`config.mk`:
```
export PLATFORM = sky130hd
export DESIGN_NAME = mem_arbiter
export DESIGN_NICKNAME = d
export VERILOG_FILES = /design/src/rtl/mem_arbiter.sv
export SDC_FILE = /design/constraint.sdc
export NUM_CORES = 1
export LEC_CHECK = 0
export CORE_UTILIZATION = 30
export DETAILED_ROUTE_END_ITERATION = 16
export PLACE_DENSITY_LB_ADDON = 0.25
export SETUP_SLACK_MARGIN = 0.4
export SYNTH_ARGS = -nofsm -noshare
export SYNTH_HDL_FRONTEND = slang
export SYNTH_SLANG_ARGS = --single-unit
```
`constraint.sdc`:
```
create_clock -name clk -period 3.6 [get_ports clk]
set_input_delay 0.72 -clock clk [delete_from_list [all_inputs] [get_ports clk]]
set_output_delay 0.72 -clock clk [all_outputs]
set_load 0.01 [all_outputs]
```
`src/rtl/mem_arbiter.sv`:
```
// mem_arbiter -- sole owner of the CPU's byte-wide RAM/IO port.
//
// Two requesters share the port: instruction fetch (IF, 4-byte reads) and
// the load/store buffer (LS, 1/2/4-byte reads or writes). Grants alternate
// round-robin when both request together. Each access is split into single
// bytes, little-endian, and completes with a one-cycle done pulse.
//
// Optional build macro: MEM_ARB_IF_ABORT_EN adds the clr input, which drops
// an in-flight IF read (and suppresses an IF grant in IDLE).
//
// Ports:
//   clk, rst         clock; synchronous active-high reset
//   rdy              global enable (low = pause, mem_wr forced low)
//   clr              (MEM_ARB_IF_ABORT_EN only) IF flush
//   inst_req/addr    IF read request (level) and address
//   inst_done/data   IF completion pulse and fetched word
//   ls_req/wr/len    LS request, 1 = store, length code (0:1B 1:2B 2/3:4B)
//   ls_addr/wdata    LS byte address and store data
//   ls_done/rdata    LS completion pulse and zero-extended load data
//   mem_din          RAM read data (one-cycle latency)
//   mem_dout/a/wr    RAM write data, address, write strobe
//   io_buffer_full   IO sink cannot accept a write
module mem_arbiter #(
  parameter int         ADDR_W = 32,
  parameter logic [1:0] IO_HI  = 2'b11
) (
  input  logic              clk,
  input  logic              rst,
  input  logic              rdy,
`ifdef MEM_ARB_IF_ABORT_EN
  input  logic              clr,
`endif
  input  logic              inst_req,
  input  logic [ADDR_W-1:0] inst_addr,
  output logic              inst_done,
  output logic [31:0]       inst_data,
  input  logic              ls_req,
  input  logic              ls_wr,
  input  logic [1:0]        ls_len,
  input  logic [ADDR_W-1:0] ls_addr,
  input  logic [31:0]       ls_wdata,
  output logic              ls_done,
  output logic [31:0]       ls_rdata,
  input  logic [7:0]        mem_din,
  output logic [7:0]        mem_dout,
  output logic [ADDR_W-1:0] mem_a,
  output logic              mem_wr,
  input  logic              io_buffer_full
);

  typedef enum logic [2:0] {IDLE, IF_RD, LS_RD, LS_WR, DONE} state_t;

  state_t              state_reg, state_next;
  logic                last_ls_reg, last_ls_next;     // last grant: 0 = IF, 1 = LS
  logic [ADDR_W-1:0]   addr_reg, addr_next;
  logic [1:0]          last_idx_reg, last_idx_next;   // index of final byte (N-1)
  logic [31:0]         wdata_reg, wdata_next;
  logic [2:0]          issue_cnt_reg, issue_cnt_next; // next byte to put on the bus
  logic [1:0]          cap_cnt_reg, cap_cnt_next;     // next read byte to capture
  logic                v1_reg, v1_next;               // a read address went out last edge
  logic                v2_reg, v2_next;               // its data is on mem_din now
  logic [31:0]         acc_reg, acc_next;
  logic                inst_done_reg, inst_done_next;
  logic                ls_done_reg, ls_done_next;
  logic [31:0]         inst_data_reg, inst_data_next;
  logic [31:0]         ls_rdata_reg, ls_rdata_next;
  logic [ADDR_W-1:0]   mem_a_reg, mem_a_next;
  logic [7:0]          mem_dout_reg, mem_dout_next;
  logic                mem_wr_reg, mem_wr_next;

  logic                flush;
`ifdef MEM_ARB_IF_ABORT_EN
  assign flush = clr;
`else
  assign flush = 1'b0;
`endif

  function automatic logic [1:0] len_last(input logic [1:0] len);
    // Code 3 is treated like a word access.
    case (len)
      2'd0:    len_last = 2'd0;
      2'd1:    len_last = 2'd1;
      default: len_last = 2'd3;
    endcase
  endfunction

  function automatic logic is_io(input logic [ADDR_W-1:0] a);
    is_io = (a[17:16] == IO_HI);
  endfunction

  logic [ADDR_W-1:0] byte_addr;
  logic [31:0]       acc_merged;
  logic [7:0]        wbyte;
  logic              more_to_issue;
  logic              if_ok;

  assign byte_addr     = addr_reg + ADDR_W'(issue_cnt_reg);
  assign acc_merged    = acc_reg | ({24'd0, mem_din} << {cap_cnt_reg, 3'b000});
  assign wbyte         = 8'(wdata_reg >> {issue_cnt_reg[1:0], 3'b000});
  assign more_to_issue = (issue_cnt_reg <= {1'b0, last_idx_reg});
  assign if_ok         = inst_req & ~flush;

  always_comb begin
    state_next     = state_reg;
    last_ls_next   = last_ls_reg;
    addr_next      = addr_reg;
    last_idx_next  = last_idx_reg;
    wdata_next     = wdata_reg;
    issue_cnt_next = issue_cnt_reg;
    cap_cnt_next   = cap_cnt_reg;
    v1_next        = v1_reg;
    v2_next        = v2_reg;
    acc_next       = acc_reg;
    inst_done_next = inst_done_reg;
    ls_done_next   = ls_done_reg;
    inst_data_next = inst_data_reg;
    ls_rdata_next  = ls_rdata_reg;
    mem_a_next     = mem_a_reg;
    mem_dout_next  = mem_dout_reg;
    mem_wr_next    = 1'b0;

    if (!rdy) begin
      // Paused: read data in the pipe is dropped; on resume the first
      // uncaptured byte is fetched again.
      if (state_reg == IF_RD || state_reg == LS_RD) begin
        v1_next        = 1'b0;
        v2_next        = 1'b0;
        issue_cnt_next = {1'b0, cap_cnt_reg};
      end
    end else begin
      case (state_reg)
        IDLE: begin
          if (if_ok && (!ls_req || last_ls_reg)) begin
            state_next     = IF_RD;
            last_ls_next   = 1'b0;
            addr_next      = inst_addr;
            last_idx_next  = 2'd3;
            mem_a_next     = inst_addr;
            issue_cnt_next = 3'd1;
            cap_cnt_next   = 2'd0;
            v1_next        = 1'b1;
            v2_next        = 1'b0;
            acc_next       = 32'd0;
          end else if (ls_req) begin
            last_ls_next  = 1'b1;
            addr_next     = ls_addr;
            last_idx_next = len_last(ls_len);
            wdata_next    = ls_wdata;
            mem_a_next    = ls_addr;
            cap_cnt_next  = 2'd0;
            v2_next       = 1'b0;
            acc_next      = 32'd0;
            if (ls_wr) begin
              state_next    = LS_WR;
              mem_dout_next = ls_wdata[7:0];
              v1_next       = 1'b0;
              if (is_io(ls_addr) && io_buffer_full) begin
                issue_cnt_next = 3'd0;
              end else begin
                mem_wr_next    = 1'b1;
                issue_cnt_next = 3'd1;
              end
            end else begin
              state_next     = LS_RD;
              issue_cnt_next = 3'd1;
              v1_next        = 1'b1;
            end
          end
        end

        IF_RD, LS_RD: begin
          if (state_reg == IF_RD && flush) begin
            state_next = IDLE;
            v1_next    = 1'b0;
            v2_next    = 1'b0;
          end else begin
            v2_next = v1_reg;
            if (more_to_issue) begin
              mem_a_next     = byte_addr;
              issue_cnt_next = issue_cnt_reg + 3'd1;
              v1_next        = 1'b1;
            end else begin
              v1_next = 1'b0;
            end
            if (v2_reg) begin
              acc_next     = acc_merged;
              cap_cnt_next = cap_cnt_reg + 2'd1;
              if (cap_cnt_reg == last_idx_reg) begin
                state_next = DONE;
                v1_next    = 1'b0;
                v2_next    = 1'b0;
                if (state_reg == IF_RD) begin
                  inst_data_next = acc_merged;
                  inst_done_next = 1'b1;
                end else begin
                  ls_rdata_next = acc_merged;
                  ls_done_next  = 1'b1;
                end
              end
            end
          end
        end

        LS_WR: begin
          if (!more_to_issue) begin
            state_next   = DONE;
            ls_done_next = 1'b1;
          end else if (!(is_io(byte_addr) && io_buffer_full)) begin
            mem_a_next     = byte_addr;
            mem_dout_next  = wbyte;
            mem_wr_next    = 1'b1;
            issue_cnt_next = issue_cnt_reg + 3'd1;
          end
        end

        DONE: begin
          // A flush here has nothing left to cancel: done drops anyway.
          inst_done_next = 1'b0;
          ls_done_next   = 1'b0;
          state_next     = IDLE;
        end

        default: state_next = IDLE;
      endcase
    end
  end

  always_ff @(posedge clk) begin
    if (rst) begin
      state_reg     <= IDLE;
      last_ls_reg   <= 1'b0;
      addr_reg      <= '0;
      last_idx_reg  <= 2'd0;
      wdata_reg     <= 32'd0;
      issue_cnt_reg <= 3'd0;
      cap_cnt_reg   <= 2'd0;
      v1_reg        <= 1'b0;
      v2_reg        <= 1'b0;
      acc_reg       <= 32'd0;
      inst_done_reg <= 1'b0;
      ls_done_reg   <= 1'b0;
      inst_data_reg <= 32'd0;
      ls_rdata_reg  <= 32'd0;
      mem_a_reg     <= '0;
      mem_dout_reg  <= 8'd0;
      mem_wr_reg    <= 1'b0;
    end else begin
      state_reg     <= state_next;
      last_ls_reg   <= last_ls_next;
      addr_reg      <= addr_next;
      last_idx_reg  <= last_idx_next;
      wdata_reg     <= wdata_next;
      issue_cnt_reg <= issue_cnt_next;
      cap_cnt_reg   <= cap_cnt_next;
      v1_reg        <= v1_next;
      v2_reg        <= v2_next;
      acc_reg       <= acc_next;
      inst_done_reg <= inst_done_next;
      ls_done_reg   <= ls_done_next;
      inst_data_reg <= inst_data_next;
      ls_rdata_reg  <= ls_rdata_next;
      mem_a_reg     <= mem_a_next;
      mem_dout_reg  <= mem_dout_next;
      mem_wr_reg    <= mem_wr_next;
    end
  end

  assign inst_done = inst_done_reg;
  assign inst_data = inst_data_reg;
  assign ls_done   = ls_done_reg;
  assign ls_rdata  = ls_rdata_reg;
  assign mem_a     = mem_a_reg;
  assign mem_dout  = mem_dout_reg;
  assign mem_wr    = mem_wr_reg;

endmodule
```
### Word-level counts from Yosys, hierarchy flattened

Cells that the tools add are included.
W data, S select, Z words.

* bitwise gates (word level): 4
* shift operators: 2
* muxes and demuxes: 73
* $add $sub $neg: 3
* order comparisons: 1
* reduce and logical (&&, ||, !) cells: 29
* equality and inequality tests: 26

Operators with widths (number)
* $mux W32: 8
* $pmux W32 S3: 1
* $pmux W32 S2: 1
* $mux W8: 5
* $mux W3: 13
* $add A32 B3 Y32: 1
* $or A32 B32 Y32: 1
* $shl A8 B5 Y32: 1
* $shr A32 B5 Y8: 1
* $mux W1: 30
* $ne A2 B2 Y1 const B: 11
* $reduce_and A5 Y1: 4
* $pmux W3 S3: 2
* $reduce_and A6 Y1: 3
* $pmux W8 S2: 1
* $ne A3 B3 Y1 const B: 4
* $mux W2: 5
* $reduce_bool A2 Y1: 5
* $pmux W1 S2: 4
* $pmux W2 S2: 2
* $reduce_and A4 Y1: 2
* $reduce_and A7 Y1: 1
* $eq A3 B2 Y1 const B: 2
* $reduce_and A3 Y1: 2
* other kinds (20): 28

* output and inout port bits: 107
* logic and storage cells: 155
* bits of input ports: 113
* register bits: 216

### Depth between registers and ports, before layout

Gate-level depths: netlist of the first run.

* depth in word-level cells: 8
* gate-level depth with buffers: 11
* gate-level depth less buffers: 9

### Worst setup path after synthesis of the first run

OpenSTA, ideal clock, no wires.

* kind: flip-flop to flip-flop
* from: register issue_cnt_reg[1]
* to: register mem_a_reg[20] (netlist: mem_a[20])
* clock period less this slack: 3.300 ns
* setup time: 0.123 ns
* buffers on the path: 3
* setup slack: 0.300 ns
* data required time: 3.477 ns
* arrival: 3.177 ns
* stages on the path, launching flop included: 12
* cell sequence: dfxtp_1 > clkbuf_1 > inv_1 > fa_1 > and2b_1 > o211ai_4 > or4_1 > a22o_1 > buf_2 > o21ai_2 > buf_4 > mux2_1

* word-level cells in the longest chain between the ends: 5
* elaborated cells on any way between the ends: 12
* classes of those cells: add/sub (1); order compare (1); eq/ne (4); mux (4); reduce/logical (2)

RTL lines
* from (decl): line 58 `logic [2:0] issue_cnt_reg, issue_cnt_next;`
* from (signal assigned): line 253 `issue_cnt_reg <= issue_cnt_next;`
* $add A32 B3 Y32: line 97 `assign byte_addr = addr_reg + ADDR_W'(issue_cnt_reg);`
* $eq A2 B2 Y1: line 88 `is_io = (a[17:16] == IO_HI);`
* $logic_and A1 B1 Y1: line 208 `end else if (!(is_io(byte_addr) && io_buffer_full)) begin`
* $ne A2 B2 Y1 (no line)
* $reduce_and A6 Y1 (no line)
* to (signal assigned): line 262 `mem_a_reg <= mem_a_next;`
* to (decl): line 67 `logic [ADDR_W-1:0] mem_a_reg, mem_a_next;`

Parallel ways exist; a longest one is shown, timed or not. The select of a mux whose other input is x is not followed.
A chain may end at the register's enable or synchronous reset.

### Worst setup path after layout of the first run

* from: register addr_reg[0]
* to: register mem_a_reg[26] (netlist: mem_a[26])

* word-level cells in the longest chain between the ends: 5
* elaborated cells on any way between the ends: 9
* classes of those cells: add/sub (1); eq/ne (2); mux (4); reduce/logical (2)

RTL lines
* from (decl): line 55 `logic [ADDR_W-1:0] addr_reg, addr_next;`
* from (signal assigned): line 250 `addr_reg <= addr_next;`
* $add A32 B3 Y32 *: line 97
* $eq A2 B2 Y1: line 88
* $logic_and A1 B1 Y1: line 208
* $ne A2 B2 Y1 (no line)
* $reduce_and A6 Y1 (no line)

Every way passes the cells marked *; elsewhere a longest branch is shown, timed or not. The select of a mux whose other input is x is not followed.

==> flow_summary.json, run 1 <==
{
  "p_leak_uw": 0.00448,
  "critPathKind": "register to register",
  "die_x_um": 183,
  "cts_tree": "yes",
  "setup_viol": 0,
  "worstPathMaxFanout": 11,
  "arrival_ps": 3520,
  "end_kind": "register",
  "grt_max_degree": 116,
  "num-nets-final": 1442,
  "drt_iter0_markers": 640,
  "port-buffer-count": 219,
  "ant_nets": 0,
  "antenna_found_initial": 4,
  "layout-drive-gt1-share": 0.0835,
  "die_y_um": 183,
  "max_cap_violations": 0,
  "yosysUniqueCellTypes": 71,
  "cts_setup_buffers": 0,
  "dpl_cell_area_um2": 12400,
  "worst_ep_required_time_ps": 4070,
  "finalHoldViolCount": 0,
  "skew_ps": 14.8,
  "mostFrequentLayoutCells": "clkdlybuf4s50_1, dfxtp_1, nor2_1",
  "vdd_ir_drop_max_uv": 363,
  "syn2layout_area_growth_pct": 35.9,
  "drt-total-wl_um": 30300,
  "tightest_slew_ps": 900,
  "ys.flop_type": "dfxtp_1",
  "multiInputGateArea_um2": 5070,
  "synth_xor_area_frac": 0.0249,
  "cts.sinks": 216,
  "globalplace.congestion": 0.807,
  "cts_buffers": 26,
  "slew_violations": 0,
  "fillers": 3242,
  "synth-simple-area-share": 0.181,
  "pwr_density_cell_nw_per_um2": 571,
  "globalRouteOverflowTotal": 0,
  "detailed_place_hpwl_um": 21000,
  "vias": 9106,
  "ys_seq_area_frac": 0.439,
  "power_uw": 7640,
  "async_reset_ff_frac": 0,
  "setup_tns_ps": 0,
  "routedWlPerCell_um": 17.0,
  "critPathLaunchType": "register",
  "drc": 0,
  "grt_pass1_vias": 8663,
  "rows": 65,
  "post_synth_instance_area_um2": 9840,
  "synth_top_family_by_area": "compound AO/OA/AOI/OAI gates",
  "syn-num-nets": 1271,
  "drt-pass1-iter-count": 5,
  "avgSynthCellArea_um2": 8.55,
  "synth_mux_area_frac": 0.0652,
  "drt-vias-per-instance": 5.11,
  "layout_commonest_cell": "clkdlybuf4s50_1",
  "outcome": "complete, no violations",
  "synthAdderAreaFrac": 0.00966,
  "worstHoldPathType": "register to register",
  "period_share": 0.849,
  "hold_ws_ps": 453,
  "synth_seq_cells": 216,
  "cts_root_buf": "clkbuf_16",
  "io_pins": 220,
  "final-seq-area_um2": 4320,
  "period_needed_ps": 3060,
  "insertion_delay_ps": 540,
  "synth-compound-area-share": 0.230,
  "core-area_um2": 31900,
  "slew_headroom": 0.396,
  "clk_path_buf_depth": 3,
  "die_area_um2": 33500,
  "stdcell_area_um2": 13400,
  "fmax_mhz": 327,
  "grt_use_total": 0.176,
  "path_clk_slew_ps": 60,
  "rsz0062_at_grt": "no",
  "grt_pass1_wl_um": 47700,
  "initial_core_util": 0.309,
  "cts_max_level": 1,
  "ys_warn_count": 0,
  "synth-edff-count": 0,
  "syn_inst": 1151
}
## critical path, cell delays in order, from the launching register on
cell and delay (ps):
dfxtp_1 330, ha_1 180, inv_1 60, fa_1 390, and2b_1 300, o211ai_4 90
or4_1 580, a22o_1 300, o21ai_4 330, buf_4 250, mux2i_1 180
## worst paths after layout
check	startpoint	to	slack, ps	cells past startpoint
setup / recovery	addr_reg[0]	mem_a[26]	540	10
hold / removal	wdata_reg[0]	wdata_reg[0]	450	2
setup reg to reg	addr_reg[0]	mem_a[26]	540	10
hold reg to reg	wdata_reg[0]	wdata_reg[0]	450	2
## synthesized netlist by cell type, types with 7 or more instances
cell	instances	area, um2
clkbuf_1	83	312
a211oi_2	8	100
nor2b_1	8	50.1
nand3_1	28	140
and3_1	8	50.1
o21ai_0	32	160
a211oi_1	102	766
buf_1	13	48.8
nor2_1	148	556
nor3_1	26	130
mux2i_1	45	450
mux4_2	8	180
buf_2	8	40.0
a22oi_1	32	240
o211ai_1	14	105
xnor2_1	9	78.8
xor2_1	19	166
a21oi_1	100	500
inv_1	15	56.3
nand4_1	21	131
nand2_1	104	390
o31ai_1	7	52.6
dfxtp_1	216	4320
## area by class of cell
class,instances,area share
Antenna cell,4,0.000748
Clock buffer,37,0.0577
Clock inverter,11,0.00954
Inverter,17,0.00477
Multi-Input combinational cell,811,0.379
Sequential cell,216,0.323
Tap cell,435,0.0407
Timing Repair Buffer,250,0.184
## metal layers
metal  GRT usage  wire length (um)  vias up
li1            -                 -     4511
met2       0.288             13900      228
met1       0.231             13800     4321
met4      0.0550               782        0
met3      0.0383              1810       46
met5           0                 0        -
## power breakdown
part	switching (uW)	leakage, uW	internal, uW
logic	1170	0.00228	900
clock network	1050	0.000437	1640
registers	236	0.00175	2650
total	2460	0.00448	5180
## cell families (layout without fill, tap and decap cells)
family                   Yosys count  after routing
AO/OA/AOI/OAI                    334            334
AND/OR/NAND/NOR                  388            388
other                              0              4
adder cells (fa/ha/maj)            7              7
flip-flops                       216            216
buffers and inverters            124            315
multiplexers                      54             54
XOR/XNOR                          28             28
## timing repair
| item | 4_1_cts | 5_1_grt |
|---|---|---|
| hold buffers | 0 | 0 |
| gates resized for setup | 1 | 3 |
| endpoints found under the setup margin | 4 | 28 |
## stage by stage
| stage | setup slack (ps) | instances | utilization |
|---|---|---|---|
| final | 544 | 1781 | 0.420 |
| after global routing | 424 | 1780 | 0.420 |
| after CTS | 430 | 1777 | 0.419 |
| after detailed placement | 221 | 1729 | 0.390 |
| after global placement | 295 | 1729 | 0.390 |
| after floorplan | 480 | 1151 | - |
(Power assumes the default switching activity.)
==> run 2, diff against run 1 <==
Clock period 3.6 ns to 2.5 ns, I/O delays scaled along.
==> flow_summary.json, run 2 (synthesis gave the netlist of run 1 again) <==
{
  "clk_path_buf_depth": 3,
  "globalplace.congestion": 0.855,
  "mostFrequentLayoutCells": "clkdlybuf4s50_1, dfxtp_1, nor2_1",
  "ant_nets": 0,
  "critical_path_buf_inv_count": 3,
  "multiInputGateArea_um2": 5190,
  "finalHoldViolCount": 0,
  "drt-pass1-iter-count": 7,
  "routedWlPerCell_um": 17.2,
  "cts_root_buf": "clkbuf_16",
  "detailed_place_hpwl_um": 22100,
  "final-seq-area_um2": 4330,
  "tightest_slew_ps": 710,
  "arrival_ps": 3050,
  "max_cap_violations": 0,
  "initial_core_util": 0.309,
  "layout_commonest_cell": "clkdlybuf4s50_1",
  "rows": 65,
  "grt_pass1_wl_um": 50600,
  "grt_max_degree": 146,
  "setup_viol": 38,
  "critPathKind": "register to register",
  "crit_chain": "ha_4 -> inv_2 -> fa_2 -> and2b_2 -> o211ai_4 -> or4_4 -> a22o_4 -> o21ai_4 -> buf_12 -> buf_12 -> o31ai_1",
  "cts_buffers": 25,
  "worst_slack_ps": -148,
  "end_kind": "register",
  "rsz0062_at_grt": "yes",
  "worst_ep_required_time_ps": 2900,
  "slew_violations": 0,
  "pwr_density_cell_nw_per_um2": 804,
  "worstHoldPathType": "input port to register",
  "period_needed_ps": 2650,
  "cts_tree": "yes",
  "drt-vias-per-instance": 5.14,
  "io_pins": 220,
  "path_delay_family": "simple AND/OR/NAND/NOR gates",
  "period_share": 1.06,
  "layout-drive-gt1-share": 0.136,
  "drt_iter0_markers": 746,
  "grt_use_total": 0.187,
  "power_uw": 11300,
  "antenna_found_initial": 2,
  "port-buffer-count": 219,
  "vdd_ir_drop_max_uv": 477,
  "die_area_um2": 33500,
  "globalRouteOverflowTotal": 0,
  "setup_tns_ps": -3050,
  "fillers": 3164,
  "slew_headroom": 0.527,
  "grt_pass1_vias": 9174,
  "drc": 0,
  "syn2layout_area_growth_pct": 42.3,
  "crit_top_cell": "buf_12",
  "cts_max_level": 1,
  "die_y_um": 183,
  "hold_ws_ps": 337,
  "outcome": "complete, but fails checks",
  "fmax_mhz": 378,
  "path_clk_slew_ps": 60,
  "vias": 9444,
  "violations": "setup timing",
  "die_x_um": 183,
  "cpMaxStageDelayCell": "or4_4",
  "skew_ps": 17.7,
  "insertion_delay_ps": 530,
  "drt-total-wl_um": 31500,
  "p_leak_uw": 0.00481,
  "cts.sinks": 216,
  "core-area_um2": 31900,
  "final_util": 0.439,
  "num-nets-final": 1502,
  "slowest_delay_ps": 450,
  "critPathLaunchType": "register",
  "worstPathMaxFanout": 8
}
## run 2: metrics by stage
stage	cells	setup slack, ps	cell area (um2)
after global placement	1786	-146	13100
after detailed placement	1786	-220	13100
after floorplan	1151	-226	9930
after CTS	1833	-144	13900
after global routing	1835	-236	14000
final	1836	-148	14000
## run 2: report_power, final
group / internal (uW) / leakage [uW] / total, uW / switching (uW)
clock network: 2190 / 0.000402 / 3650 / 1450
logic: 1600 / 0.00265 / 3470 / 1880
registers: 3820 / 0.00176 / 4140 / 320
total: 7610 / 0.00481 / 11300 / 3650
## run 2: final cells by class
cell class              instances  area share
multi-input cells             811       0.370
flip-flops and latches        216       0.309
well taps                     435      0.0389
diodes                          1    0.000179
clock buffers                  38      0.0517
repair buffers                311       0.219
inverters                      17     0.00456
clock inverters                 7     0.00634
## run 2: final timing paths
kind	start	end	slack [ps]	depth (start not counted)
max	issue_cnt_reg[0]	mem_a[25]	-150	11
min	rst	mem_a[4]	340	2
max reg2reg	issue_cnt_reg[0]	mem_a[25]	-150	11
min reg2reg	wdata_reg[26]	wdata_reg[26]	450	2
## run 2: what timing repair did
| item | 4_1_cts | 5_1_grt |
|---|---|---|
| gates resized for setup | 19 | 10 |
| setup buffers | 2 | 2 |
| setup endpoints to repair | 48 | 111 |
| hold buffers | 0 | 0 |
| pin swaps | 3 | 0 |
## run 2: routing by layer
layer / share of wire / GRT usage
met5: 0 / 0
met2: 0.45 / 0.297
met1: 0.46 / 0.256
met4: 0.024 / 0.0503
met3: 0.067 / 0.0381
==> run 3, diff against run 2 <==
Settings changed: GPL_TIMING_DRIVEN from default to 0, SETUP_SLACK_MARGIN 0.4 to default.
==> flow_summary.json, run 3 (synthesis gave the netlist of run 1 again) <==
{
  "outcome": "complete, but fails checks",
  "violations": "setup timing",
  "cts_root_buf": "clkbuf_16",
  "drc": 0,
  "slowest_delay_ps": 450,
  "num-nets-final": 1549,
  "die_x_um": 183,
  "slew_headroom": 0.414,
  "p_leak_uw": 0.00483,
  "path_clk_slew_ps": 60,
  "fillers": 3155,
  "rr_worst_depth": 10,
  "worstPathMaxFanout": 6,
  "hp-start": "mem_a[12]",
  "globalRouteOverflowTotal": 0,
  "tightest_slew_ps": 879,
  "critPathLaunchType": "register",
  "die_y_um": 183,
  "grt_use_total": 0.211,
  "layout-drive-gt1-share": 0.142,
  "die_area_um2": 33500,
  "setup_viol": 44,
  "grt_max_degree": 15,
  "vias": 9922,
  "port-buffer-count": 209,
  "cts.sinks": 216,
  "critical_path_buf_inv_count": 3,
  "final_util": 0.448,
  "arrival_ps": 3170,
  "drt-total-wl_um": 36400,
  "hold_ws_ps": 449,
  "power_uw": 11800,
  "cts_buffers": 25,
  "rsz0062_at_grt": "yes",
  "worst-r2r-setup-slack_ps": -250,
  "globalplace.congestion": 0.920,
  "drt_iter0_markers": 761,
  "io_pins": 220,
  "r2r_start": "issue_cnt_reg[1]",
  "period_needed_ps": 2750,
  "pwr_density_cell_nw_per_um2": 827,
  "ant_nets": 0,
  "fmax_mhz": 363,
  "finalHoldViolCount": 0,
  "final_cells": 1882,
  "path_delay_family": "simple AND/OR/NAND/NOR gates",
  "drt-pass1-iter-count": 5,
  "initial_core_util": 0.309,
  "clk_path_buf_depth": 3,
  "core-area_um2": 31900,
  "hold_path_end": "mem_a[12]",
  "worst_slack_ps": -253,
  "cts_max_level": 1,
  "detailed_place_hpwl_um": 26000,
  "worstHoldPathType": "register to register",
  "worst_ep_required_time_ps": 2920,
  "drt-vias-per-instance": 5.27,
  "cts_tree": "yes",
  "cts_hold_buf": 0,
  "rows": 65,
  "antenna_found_initial": 2,
  "dp.cells": 1796,
  "routedWlPerCell_um": 19.3,
  "skew_ps": 16.8,
  "crit_chain": "clkbuf_16 -> inv_4 -> fa_2 -> and2b_2 -> o211ai_4 -> or4_4 -> a22o_4 -> o21ai_4 -> buf_6 -> mux2_4",
  "syn2layout_area_growth_pct": 45.1,
  "end_kind": "register",
  "cpMaxStageDelayCell": "or4_4",
  "grt_pass1_wl_um": 55600,
  "vdd_ir_drop_max_uv": 497,
  "period_share": 1.10,
  "critPathKind": "register to register",
  "mostFrequentLayoutCells": "dfxtp_1, clkdlybuf4s50_1, nor2_1",
  "hold_depth": 2,
  "grt_pass1_vias": 9742,
  "insertion_delay_ps": 530,
  "r2r-end": "mem_a[20]",
  "slew_violations": 0,
  "setup_tns_ps": -7820,
  "max_cap_violations": 0
}
==> run 3: worst max-delay path by stage <==
stage                          start             to  slack [ps]  depth (start not counted)
floorplan           issue_cnt_reg[0]      mem_a[20]        -230                         11
global placement                 rdy  inst_data[30]       -1060                          7
detailed placement               rdy       mem_a[8]       -1000                          8
CTS                 issue_cnt_reg[0]      mem_a[16]        -270                         13
global route        issue_cnt_reg[1]      mem_a[20]        -310                         10
finish              issue_cnt_reg[1]      mem_a[20]        -250                         10
==> run 3: through the flow <==
step | area (um2) | setup slack (ps)
CTS | 14000 | -267
global route | 14300 | -314
floorplan | 9900 | -227
finish | 14300 | -253
global placement | 12500 | -1060
detailed placement | 12500 | -997
==> run 3: area by class of cell <==
cell class | instances | area [um2] | share of cell area
antenna | 2 | 5.00 | 0.000350
buffer | 100 | 500 | 0.0350
clock buffer | 31 | 689 | 0.0483
clock inverter | 12 | 145 | 0.0102
inverter | 17 | 66.3 | 0.00464
multi-input combinational | 811 | 5400 | 0.378
sequential | 216 | 4340 | 0.304
tap | 435 | 544 | 0.0381
timing repair buffer | 258 | 2590 | 0.181
==> run 3: metal layers <==
layer / global-route usage / up-vias / wire, um / share of wire
met4: 0.0743 / 0 / 1210 / 0.033
li1: - / 4727 / - / -
met5: 0 / - / 0 / 0
met2: 0.336 / 393 / 16300 / 0.45
met1: 0.285 / 4735 / 16000 / 0.44
met3: 0.0405 / 67 / 2850 / 0.078
==> run 3: what timing repair did <==
item | CTS | global route
gates cloned | 2 | 1
setup endpoints to repair | 168 | 172
gates resized for setup | 79 | 68
pin swaps | 30 | 21
setup buffers | 32 | 14
==> run 3: where the power goes <==
part / internal (uW) / switching (uW) / total [uW]
Clock: 2260 / 1510 / 3770
Sequential: 3820 / 315 / 4140
Combinational: 1740 / 2160 / 3900
Total: 7820 / 3990 / 11800
==> run 3: tightest hold or removal path, delay by kind of cell (launching register included) <==
| kind | cells | cell delay, ps |
|---|---|---|
| flops | 1 | 310 |
| simple gates | 1 | 50 |
| compound gates | 1 | 50 |
